## src/rtl/sipo_comma_align.sv

```systemverilog
// Purpose: serial-to-10b deserializer that finds K28.5 comma boundaries and tracks lock.
// Latency: 1 clk from the edge sampling a symbol's last bit to symbol_valid.
// Backpressure: none; the decoder must accept every symbol_valid strobe.
module sipo_comma_align #(
   parameter int unsigned TIMEOUT_SYMBOLS = 16
) (
   input  logic       clk,
   input  logic       reset_L,
   input  logic       serial_in,
   output logic [9:0] symbol_out,
   output logic       symbol_valid,
   output logic       is_comma,
   output logic       locked,
   output logic       realign
);

   typedef enum logic [1:0] {
      ST_FILL   = 2'd0,
      ST_SEARCH = 2'd1,
      ST_LOCKED = 2'd2
   } state_t;

   localparam logic [9:0] K28_5_NEG = 10'h0FA;
   localparam logic [9:0] K28_5_POS = 10'h305;
   localparam logic [7:0] TO_LIMIT  = 8'(TIMEOUT_SYMBOLS);

   state_t     state_q, state_d;
   logic [9:0] w_q, w_d;
   logic [3:0] fill_q, fill_d;
   logic [3:0] bit_q, bit_d;
   logic [7:0] to_q, to_d;
   logic [9:0] sym_q, sym_d;
   logic       vld_q, vld_d;
   logic       com_q, com_d;
   logic       lock_q, lock_d;
   logic       rea_q, rea_d;

   logic [9:0] wn;
   logic       comma;
   logic       boundary;
   logic       acquire;
   logic [7:0] to_inc;

   // Next-state logic: every decision looks at the window including the bit sampled this edge.
   always_comb begin
      wn       = {w_q[8:0], serial_in};
      comma    = (wn == K28_5_NEG) || (wn == K28_5_POS);
      boundary = (bit_q == 4'd9);
      to_inc   = to_q + 8'd1;
      acquire  = 1'b0;

      w_d     = wn;
      state_d = state_q;
      fill_d  = fill_q;
      bit_d   = bit_q;
      to_d    = to_q;
      sym_d   = sym_q;
      vld_d   = 1'b0;
      com_d   = 1'b0;
      rea_d   = 1'b0;
      lock_d  = lock_q;

      case (state_q)
         ST_FILL: begin
            // The 10th bit after reset completes the first full window and is already eligible.
            if (fill_q == 4'd9) begin
               fill_d  = 4'd0;
               state_d = ST_SEARCH;
               acquire = comma;
            end else begin
               fill_d = fill_q + 4'd1;
            end
         end
         ST_SEARCH: begin
            acquire = comma;
         end
         ST_LOCKED: begin
            bit_d = boundary ? 4'd0 : bit_q + 4'd1;
            if (comma) begin
               // A comma wins over the timeout and always re-anchors the symbol phase.
               sym_d = wn;
               vld_d = 1'b1;
               com_d = 1'b1;
               rea_d = !boundary;
               bit_d = 4'd0;
               to_d  = 8'd0;
            end else if (boundary) begin
               sym_d = wn;
               vld_d = 1'b1;
               if (to_inc >= TO_LIMIT) begin
                  lock_d  = 1'b0;
                  to_d    = 8'd0;
                  state_d = ST_SEARCH;
               end else begin
                  to_d = to_inc;
               end
            end
         end
         default: begin
            state_d = ST_FILL;
            fill_d  = 4'd0;
         end
      endcase

      if (acquire) begin
         sym_d   = wn;
         vld_d   = 1'b1;
         com_d   = 1'b1;
         lock_d  = 1'b1;
         bit_d   = 4'd0;
         to_d    = 8'd0;
         state_d = ST_LOCKED;
      end
   end

   // State and registered outputs; reset aborts any partial symbol and restarts the fill.
   always_ff @(posedge clk or negedge reset_L) begin
      if (!reset_L) begin
         state_q <= ST_FILL;
         w_q     <= 10'h000;
         fill_q  <= 4'd0;
         bit_q   <= 4'd0;
         to_q    <= 8'd0;
         sym_q   <= 10'h000;
         vld_q   <= 1'b0;
         com_q   <= 1'b0;
         lock_q  <= 1'b0;
         rea_q   <= 1'b0;
      end else begin
         state_q <= state_d;
         w_q     <= w_d;
         fill_q  <= fill_d;
         bit_q   <= bit_d;
         to_q    <= to_d;
         sym_q   <= sym_d;
         vld_q   <= vld_d;
         com_q   <= com_d;
         lock_q  <= lock_d;
         rea_q   <= rea_d;
      end
   end

   assign symbol_out   = sym_q;
   assign symbol_valid = vld_q;
   assign is_comma     = com_q;
   assign locked       = lock_q;
   assign realign      = rea_q;

endmodule
```

## config.mk

```make
export PLATFORM = sky130hd
export DESIGN_NAME = sipo_comma_align
export DESIGN_NICKNAME = d
export VERILOG_FILES = /design/src/rtl/sipo_comma_align.sv
export SDC_FILE = /design/constraint.sdc
export NUM_CORES = 1
export LEC_CHECK = 0
export CAP_MARGIN = 25
export CORE_UTILIZATION = 32
export DETAILED_ROUTE_END_ITERATION = 8
export PLACE_DENSITY = 0.59
export SKIP_LAST_GASP = 1
export SYNTH_ARGS = -nofsm -noshare
export SYNTH_HDL_FRONTEND = slang
export SYNTH_SLANG_ARGS = --single-unit
```

## constraint.sdc

```tcl
create_clock -name clk -period 2.99 [get_ports clk]
set_input_delay 0.299 -clock clk [delete_from_list [all_inputs] [get_ports clk]]
set_output_delay 0.299 -clock clk [all_outputs]
set_load 0.1 [all_outputs]
```

### Word-level counts from Yosys, hierarchy flattened

Index checks and enable logic that the tools add are counted.

* register bits: 41
* word-level logic and storage cells: 74
* input port bits: 3
* output and inout port bits: 14

* reductions and logical operators: 11
* equality and inequality tests: 12
* $add $sub $neg: 3
* muxes and demuxes: 37
* order comparisons: 1

Operators by type and width (number)
* 10-bit 2-to-1 mux: 4
* 8-bit 2-to-1 mux: 5
* 4-bit 2-to-1 mux: 5
* 1-bit 2-to-1 mux: 15
* 3-bit inequality test, second input constant: 4
* 10-bit == test, second input constant: 1
* 10-bit by 8-bit == test with 1-bit output, second input constant: 1
* 2-bit 2-to-1 mux: 5
* 4-bit by 1-bit adder with 4-bit output, second input constant: 2
* 8-bit by 1-bit adder with 8-bit output, second input constant: 1
* 4-bit == test, second input constant: 2
* 8-bit by 5-bit >= comparator with 1-bit output, second input constant: 1
* 4-bit one-hot mux with 2 select lines: 1
* 2-bit one-hot mux with 3 select lines: 1
* 2-bit nonzero test: 3
* 5-bit AND reduction: 1
* 4-bit AND reduction: 1
* 3-bit nonzero test: 1
* 2-bit by 1-bit == test with 1-bit output, second input constant: 1
* 2-bit == test, second input constant: 1
* 2-bit logical NOT: 1
* 2-bit by 1-bit inequality test with 1-bit output, second input constant: 1
* 2-bit inequality test, second input constant: 1
* 1-bit one-hot mux with 2 select lines: 1
* 4 further kinds: 4

### Logic depth before layout (Yosys ltp)

Gate-level depths: netlist (run 1).

* depth in word-level cells: 7
* depth in mapped cells: 8
* depth with buffers taken out: 7

### Worst setup path after synthesis (run 1)

Ideal clock, no wire load.

* path type: register to register
* start: register w_q[2]
* end: register to_q[3]
* path buffers: 2
* required time: 2.864 ns
* path slack: 0.665 ns
* cell stages (with the launch flop): 8
* setup time: 0.126 ns
* data arrival time: 2.199 ns
* cells stage by stage: dfrtp_1 -> or4b_1 -> or4_1 -> buf_6 -> a21boi_4 -> a21oi_4 -> buf_6 -> a221o_1

* word-level cells in the longest chain between the ends: 6
* elaborated cells on any way between the ends: 11

Ends and longest elaborated chain
* from (decl): RTL line 28 `logic [9:0] w_q, w_d;`
* from (signal assigned): RTL line 131 `w_q <= w_d;`
* 10-bit by 8-bit == test with 1-bit output / 10-bit == test (equally long branches): RTL line 47 `comma = (wn == K28_5_NEG) || (wn == K28_5_POS);`
* 1-bit logical OR (*): RTL line 47
* 1-bit 2-to-1 mux: RTL line 66 `if (fill_q == 4'd9) begin`
* 1-bit one-hot mux with 2 select lines: RTL line 63 `case (state_q)`
* 3-bit nonzero test (no source line) / 2-bit nonzero test (equally long branches)
* 2-bit AND reduction (no source line)
* to (signal assigned): RTL line 134 `to_q <= to_d;`
* to (decl): RTL line 31 `logic [7:0] to_q, to_d;`

Every way passes the cells marked *; elsewhere a longest branch is shown, timed or not. The select of a mux whose other input is x is not followed.
A chain may end at the register's enable or synchronous reset.

### Worst setup path in the final report (run 1)

Same ends and word-level chain as after synthesis.

==> flow_metrics.env, run 1 <==
export IMPL_start_kind="register"
export IMPL_grtUsageTotal_pct=11.50
export IMPL_num_rows=27
export IMPL_start_util_pct=33.40
export IMPL_clk_latency_ps=290
export IMPL_fmax_mhz=396.8
export IMPL_die_area_um2=6091
export IMPL_cts_htree_levels=2
export IMPL_tightest_slew_ps=968.1
export IMPL_finalSetupViolCount=0
export IMPL_synth_edff_count=0
export IMPL_worstRegToRegCells=5
export IMPL_worstPathMaxFanout=19
export IMPL_grt_max_degree=42
export IMPL_cts_buffer_depth=2
export IMPL_internal_power_uw=1202
export IMPL_slew_headroom_pct=35.26
export IMPL_via_count=1216
export IMPL_synth_seq_area_share_pct=55.44
export IMPL_drt_pass1_iterations=4
export IMPL_die_w_um=78.05
export IMPL_busiest_layer="met2"
export IMPL_antenna_found_initial=0
export IMPL_grt_pass1_wl_mm=5.492
export IMPL_cts_sinks=41
export IMPL_viasPerCell=4.963
export IMPL_synth_main_ff_cell="dfrtp_1"
export IMPL_final_antenna_net_count=0
export IMPL_drt_iter0_markers=62
export IMPL_fin_ws_ps=469.8
export IMPL_root_buffer="clkbuf_8"
export IMPL_hold_class="primary input to async pin"
export IMPL_portBuffers=16
export IMPL_synth_area_um2=1851
export IMPL_clkPwrFrac_pct=16.3
export IMPL_fin_crit_sh_pct=84.29
export IMPL_final_cells=245
export IMPL_yosysUniqueCellTypes=43
export IMPL_area_growth_pct=15.15
export IMPL_rr_startpoint="w_q[2]"
export IMPL_switchingPower_uw=1063
export IMPL_crit_path_end_kind="register"
export IMPL_status="finished clean"
export IMPL_fp_dieH_um=78.05
export IMPL_syn_nets=164
export IMPL_setup_tns_ps=0
export IMPL_hpwl_mm=2.183
export IMPL_ff2ff_setup_slack_ps=470
export IMPL_drc_errors=0
export IMPL_grt_pass1_vias=1178
export IMPL_swShare_pct=46.94
export IMPL_num_antenna_cells=0
export IMPL_cts_made_buffers=5
export IMPL_grt_use_met2_pct=18.33
export IMPL_period_minus_slack_ps=2520
export IMPL_final_cell_mix="41 x dfrtp_1, 11 x mux2_2, 10 x nor2_1, 10 x nand2_1, 10 x buf_4"
export IMPL_pin_count=17
export IMPL_grt_overflow=0
export IMPL_cts_hold_buf=0
export IMPL_comb_power_share_pct=48.7
export IMPL_synthCells=153
export IMPL_ir_drop_mv=0.5607
export IMPL_clk_pin_slew_ps=80
export IMPL_synth_seq_cells=41
export IMPL_use_met1_pct=15.28
export IMPL_finClkSkew_ps=6.375
export IMPL_path_class="register to register"
export IMPL_drive_gt1_share_pct=19.65
export IMPL_wirelength_mm=3.320
export IMPL_final_max_slew_viol_count=0
export IMPL_cts_tree="built"
export IMPL_fin_nets=184
export IMPL_rr_endpoint="to_q[3]"
export IMPL_synth_avg_cell_area_um2=12.09
export IMPL_yosysWarnings=0
export IMPL_post_place_ws_ps=409.5
export IMPL_finalHoldViolCount=0
export IMPL_layout_commonest_cell="dfrtp_1"
export IMPL_fillers=561
export IMPL_avgRoutedWirePerCell_um=13.55
export IMPL_async_flop_share_pct=100.0
export IMPL_cp_data_arrival_time_ps=2690
export IMPL_pwr_share_seq_pct=35.0
export IMPL_place_congestion=0.7547
export IMPL_dp_cells=238
export IMPL_cap_viol_max_count=0
export IMPL_p_leak_uw=0.0009505
export IMPL_rsz0062_at_grt="no"
export IMPL_grt_use_met3_pct=2.791
export IMPL_final_util_pct=38.46
export IMPL_powerDensity_nw_per_um2=1063
export IMPL_cp_required_ps=3160
export IMPL_core_area_um2=5540
export IMPL_post_cts_buffers=0
export IMPL_cts_repair_resized=0
## synth_stat cells, drive strengths merged (3+ instances only)
cell | instances | area share [%]
inv | 6 | 1.2
nor2 | 10 | 2.0
nand3 | 7 | 2.2
ha | 8 | 5.4
and2 | 5 | 1.7
dfrtp | 41 | 55
o21ai | 6 | 1.6
mux2 | 13 | 7.9
nor4 | 3 | 1.0
buf | 3 | 1.6
and3 | 3 | 1.0
nand2 | 10 | 2.0
nor3 | 3 | 0.81
## kinds of logic after synthesis
| logic type | after synthesis | synth area share (%) |
|---|---|---|
| AND/OR/NAND/NOR | 56 | 17.04 |
| flip-flops | 41 | 55.44 |
| AO/OA/AOI/OAI | 25 | 10.89 |
| multiplexers | 13 | 7.911 |
| buffers and inverters | 9 | 2.840 |
| adder cells (fa/ha/maj) | 8 | 5.409 |
| XOR/XNOR | 1 | 0.4734 |
## metrics by stage
| step | total power (uW) | hold WS, ps | cell area, um2 |
|---|---|---|---|
| 4_1_cts | 2289 | 170.2 | 2131 |
| 5_1_grt | 2393 | 223.8 | 2131 |
| 3_3_place_gp | 1902 | 397.2 | 2041 |
| 3_5_place_dp | 1907 | 399.0 | 2041 |
| 2_1_floorplan | 1679 | 3.409 | 1851 |
| 6_report | 2265 | 130.8 | 2131 |
## power by group through the flow
stage | clock (uW) | combinational (uW) | sequential, uW
global placement | 0 | 1090 | 807
floorplan | 0 | 393 | 1290
detailed placement | 0 | 1100 | 803
CTS | 386 | 1110 | 795
finish | 369 | 1100 | 794
global route | 404 | 1170 | 816
## worst max-delay path, cell delays in order, from the launching register on
cell and delay (ps):
dfrtp_1 410, or4b_1 520, or4_1 590, a21boi_4 330
a21oi_4 160, a221o_1 390
## flip-flops by register name, summed over array words and instances (netlist names)
register	count
symbol_out	10
w_q	9
to_q	8
bit_q	4
fill_q	4
state_q	2
is_comma	1
locked	1
realign	1
symbol_valid	1
## metal layers
| metal | wire length [um] | vias to the layer above | part of all wire, % |
|---|---|---|---|
| met5 | 0 | - | 0 |
| met4 | 37 | 0 | 1.1 |
| met3 | 144 | 5 | 4.3 |
| met2 | 1518 | 31 | 46 |
| met1 | 1618 | 588 | 49 |
| li1 | - | 592 | - |
## cell type report
cell class              count  area [um2]  area share, %
well taps                  72       90.09          4.228
clock inverters             1       7.507         0.3523
inverters                   6       22.52          1.057
clock buffers               6       82.58          3.876
repair buffers             16       130.1          6.107
multi-input cells         103       772.0          36.23
flip-flops and latches     41        1026          48.15
## how the worst max path moves through the flow
stage                          to  slack, ps  cells after the start       from
after floorplan           to_q[3]        670                      7     w_q[2]
final                     to_q[3]        470                      5     w_q[2]
after global routing      to_q[3]        410                      5     w_q[2]
after global placement    to_q[2]        470                      6  serial_in
after detailed placement  to_q[2]        410                      6  serial_in
after CTS                 to_q[3]        480                      5     w_q[2]
No activity file was read; power rests on OpenSTA's default activity.
==> run 2: changes to the inputs <==
Settings changed: PLACE_DENSITY 0.59 to 0.6.
Clock period 2.99 ns to 2.2 ns, I/O delays scaled along.
==> flow_metrics.env, run 2 (synthesis results as in run 1) <==
export IMPL_status="finished clean"
export IMPL_switchingPower_uw=1471
export IMPL_final_util_pct=40.70
export IMPL_start_util_pct=33.40
export IMPL_viasPerCell=4.768
export IMPL_hold_class="primary input to async pin"
export IMPL_rr_endpoint="to_q[2]"
export IMPL_grt_pass1_vias=1293
export IMPL_finalHoldViolCount=0
export IMPL_pin_count=17
export IMPL_wirelength_mm=3.310
export IMPL_grt_overflow=0
export IMPL_largest_reg_flops=10
export IMPL_worstRegToRegCells=5
export IMPL_clk_latency_ps=290
export IMPL_final_max_slew_viol_count=0
export IMPL_swShare_pct=47.10
export IMPL_die_area_um2=6091
export IMPL_avgRoutedWirePerCell_um=12.59
export IMPL_num_rows=27
export IMPL_crit_path_end_kind="register"
export IMPL_clk_pin_slew_ps=80
export IMPL_core_area_um2=5540
export IMPL_grt_max_degree=23
export IMPL_ff2ff_setup_slack_ps=10
export IMPL_final_antenna_net_count=0
export IMPL_portBuffers=16
export IMPL_root_buffer="clkbuf_8"
export IMPL_cp_data_arrival_time_ps=2370
export IMPL_clkPwrFrac_pct=15.8
export IMPL_num_antenna_cells=0
export IMPL_cts_sinks=41
export IMPL_grtUsageTotal_pct=12.52
export IMPL_finalSetupViolCount=0
export IMPL_final_cell_mix="41 x dfrtp_1, 30 x buf_4, 11 x mux2_2, 10 x nor2_1, 10 x nand2_1"
export IMPL_rsz0062_at_grt="yes"
export IMPL_start_kind="register"
export IMPL_worstPathMaxFanout=19
export IMPL_area_growth_pct=21.84
export IMPL_tightest_slew_ps=567.4
export IMPL_antenna_found_initial=0
export IMPL_pwr_share_seq_pct=34.3
export IMPL_cts_buffer_depth=2
export IMPL_drt_iter0_markers=93
export IMPL_hpwl_mm=2.405
export IMPL_finClkSkew_ps=5.640
export IMPL_slew_headroom_pct=62.09
export IMPL_powerDensity_nw_per_um2=1385
export IMPL_comb_power_share_pct=49.8
export IMPL_rr_startpoint="w_q[2]"
export IMPL_fin_nets=201
export IMPL_cts_tree="built"
export IMPL_cts_htree_levels=2
export IMPL_p_leak_uw=0.001039
export IMPL_drive_gt1_share_pct=29.32
export IMPL_power_uw=3122
export IMPL_drc_errors=0
export IMPL_ir_drop_mv=1.004
export IMPL_cp_required_ps=2380
export IMPL_die_w_um=78.05
export IMPL_path_class="register to register"
export IMPL_internal_power_uw=1652
export IMPL_layout_commonest_cell="dfrtp_1"
export IMPL_fmax_mhz=456.6
export IMPL_period_minus_slack_ps=2190
export IMPL_fin_crit_sh_pct=99.55
export IMPL_via_count=1254
export IMPL_drt_pass1_iterations=4
export IMPL_fp_dieH_um=78.05
export IMPL_cap_viol_max_count=0
export IMPL_place_congestion=0.8072
export IMPL_post_cts_buffers=0
export IMPL_cts_made_buffers=5
export IMPL_grt_pass1_wl_mm=5.954
[run 2: cell count changes in the layout (fill, tap and decap cells not counted), sizes merged]
cell and delta:
dlygate4sd3 +1, clkdlybuf4s50 -4, clkinv +1, inv +1, buf +20, clkbuf -1
[run 2: how the worst max path moves through the flow]
stage | startpoint | slack [ps] | depth (start not counted) | end
2_1_floorplan | w_q[2] | -110 | 7 | to_q[3]
3_3_place_gp | serial_in | -120 | 6 | to_q[2]
3_5_place_dp | serial_in | -170 | 6 | to_q[3]
4_1_cts | w_q[2] | -7 | 5 | to_q[3]
5_1_grt | w_q[2] | -70 | 5 | to_q[3]
6_report | w_q[2] | 10 | 5 | to_q[2]
[run 2: power by group through the flow]
| stage | logic (uW) | registers [uW] | clock network (uW) |
|---|---|---|---|
| after CTS | 1570 | 1070 | 514 |
| after global routing | 1680 | 1100 | 546 |
| after global placement | 1550 | 1090 | 0 |
| final | 1560 | 1070 | 495 |
| after detailed placement | 1570 | 1090 | 0 |
| after floorplan | 534 | 1750 | 0 |
[run 2: metal layers]
layer  GRT usage, %  vias up  share of wire, %
met2          19.30       20                45
met1          16.08      601                50
met4          4.815        0              0.69
met3          4.419        2               3.9
li1               -      631                 -
met5              0        -                 0
[run 2: cell type report]
| class | count | area, um2 |
|---|---|---|
| Clock buffer | 5 | 68.82 |
| Inverter | 6 | 22.52 |
| Timing Repair Buffer | 33 | 250.2 |
| Clock inverter | 3 | 21.27 |
| Sequential cell | 41 | 1026 |
| Tap cell | 72 | 90.09 |
| Fill cell | 570 | 3286 |
| Multi-Input combinational cell | 103 | 775.7 |
[run 2: critical path, stage by stage (launching register included)]
cell	delay, ps
dfrtp_1	370
or4b_1	510
or4_4	480
a21boi_4	190
a21oi_4	130
a221o_1	390
[run 2: repair_timing]
item / CTS / global route
setup endpoints to repair: 16 / 14
resized for setup: 1 / 0
endpoints found under the hold margin: 19 / 0
cloned: 0 / 0
hold buffers: 1 / 0
[run 2: per-stage QoR]
step           instances  hold WS (ps)  cell area (um2)  setup WS [ps]  TNS, ps
2_1_floorplan        153        -75.59             1851         -108.1   -401.0
3_3_place_gp         254         195.2             2151         -115.4   -971.7
3_5_place_dp         254         200.9             2151         -168.9    -1754
4_1_cts              263         413.8             2255         -7.398   -13.08
5_1_grt              263         438.5             2255         -68.51   -613.0
6_report             263         408.3             2255          9.846        0
==> run 3: changes to the inputs <==
Settings changed: GPL_ROUTABILITY_DRIVEN from default to 1.
==> results of run 3 <==
No change in the layout: final DEF, timing and power equal those of run 2.
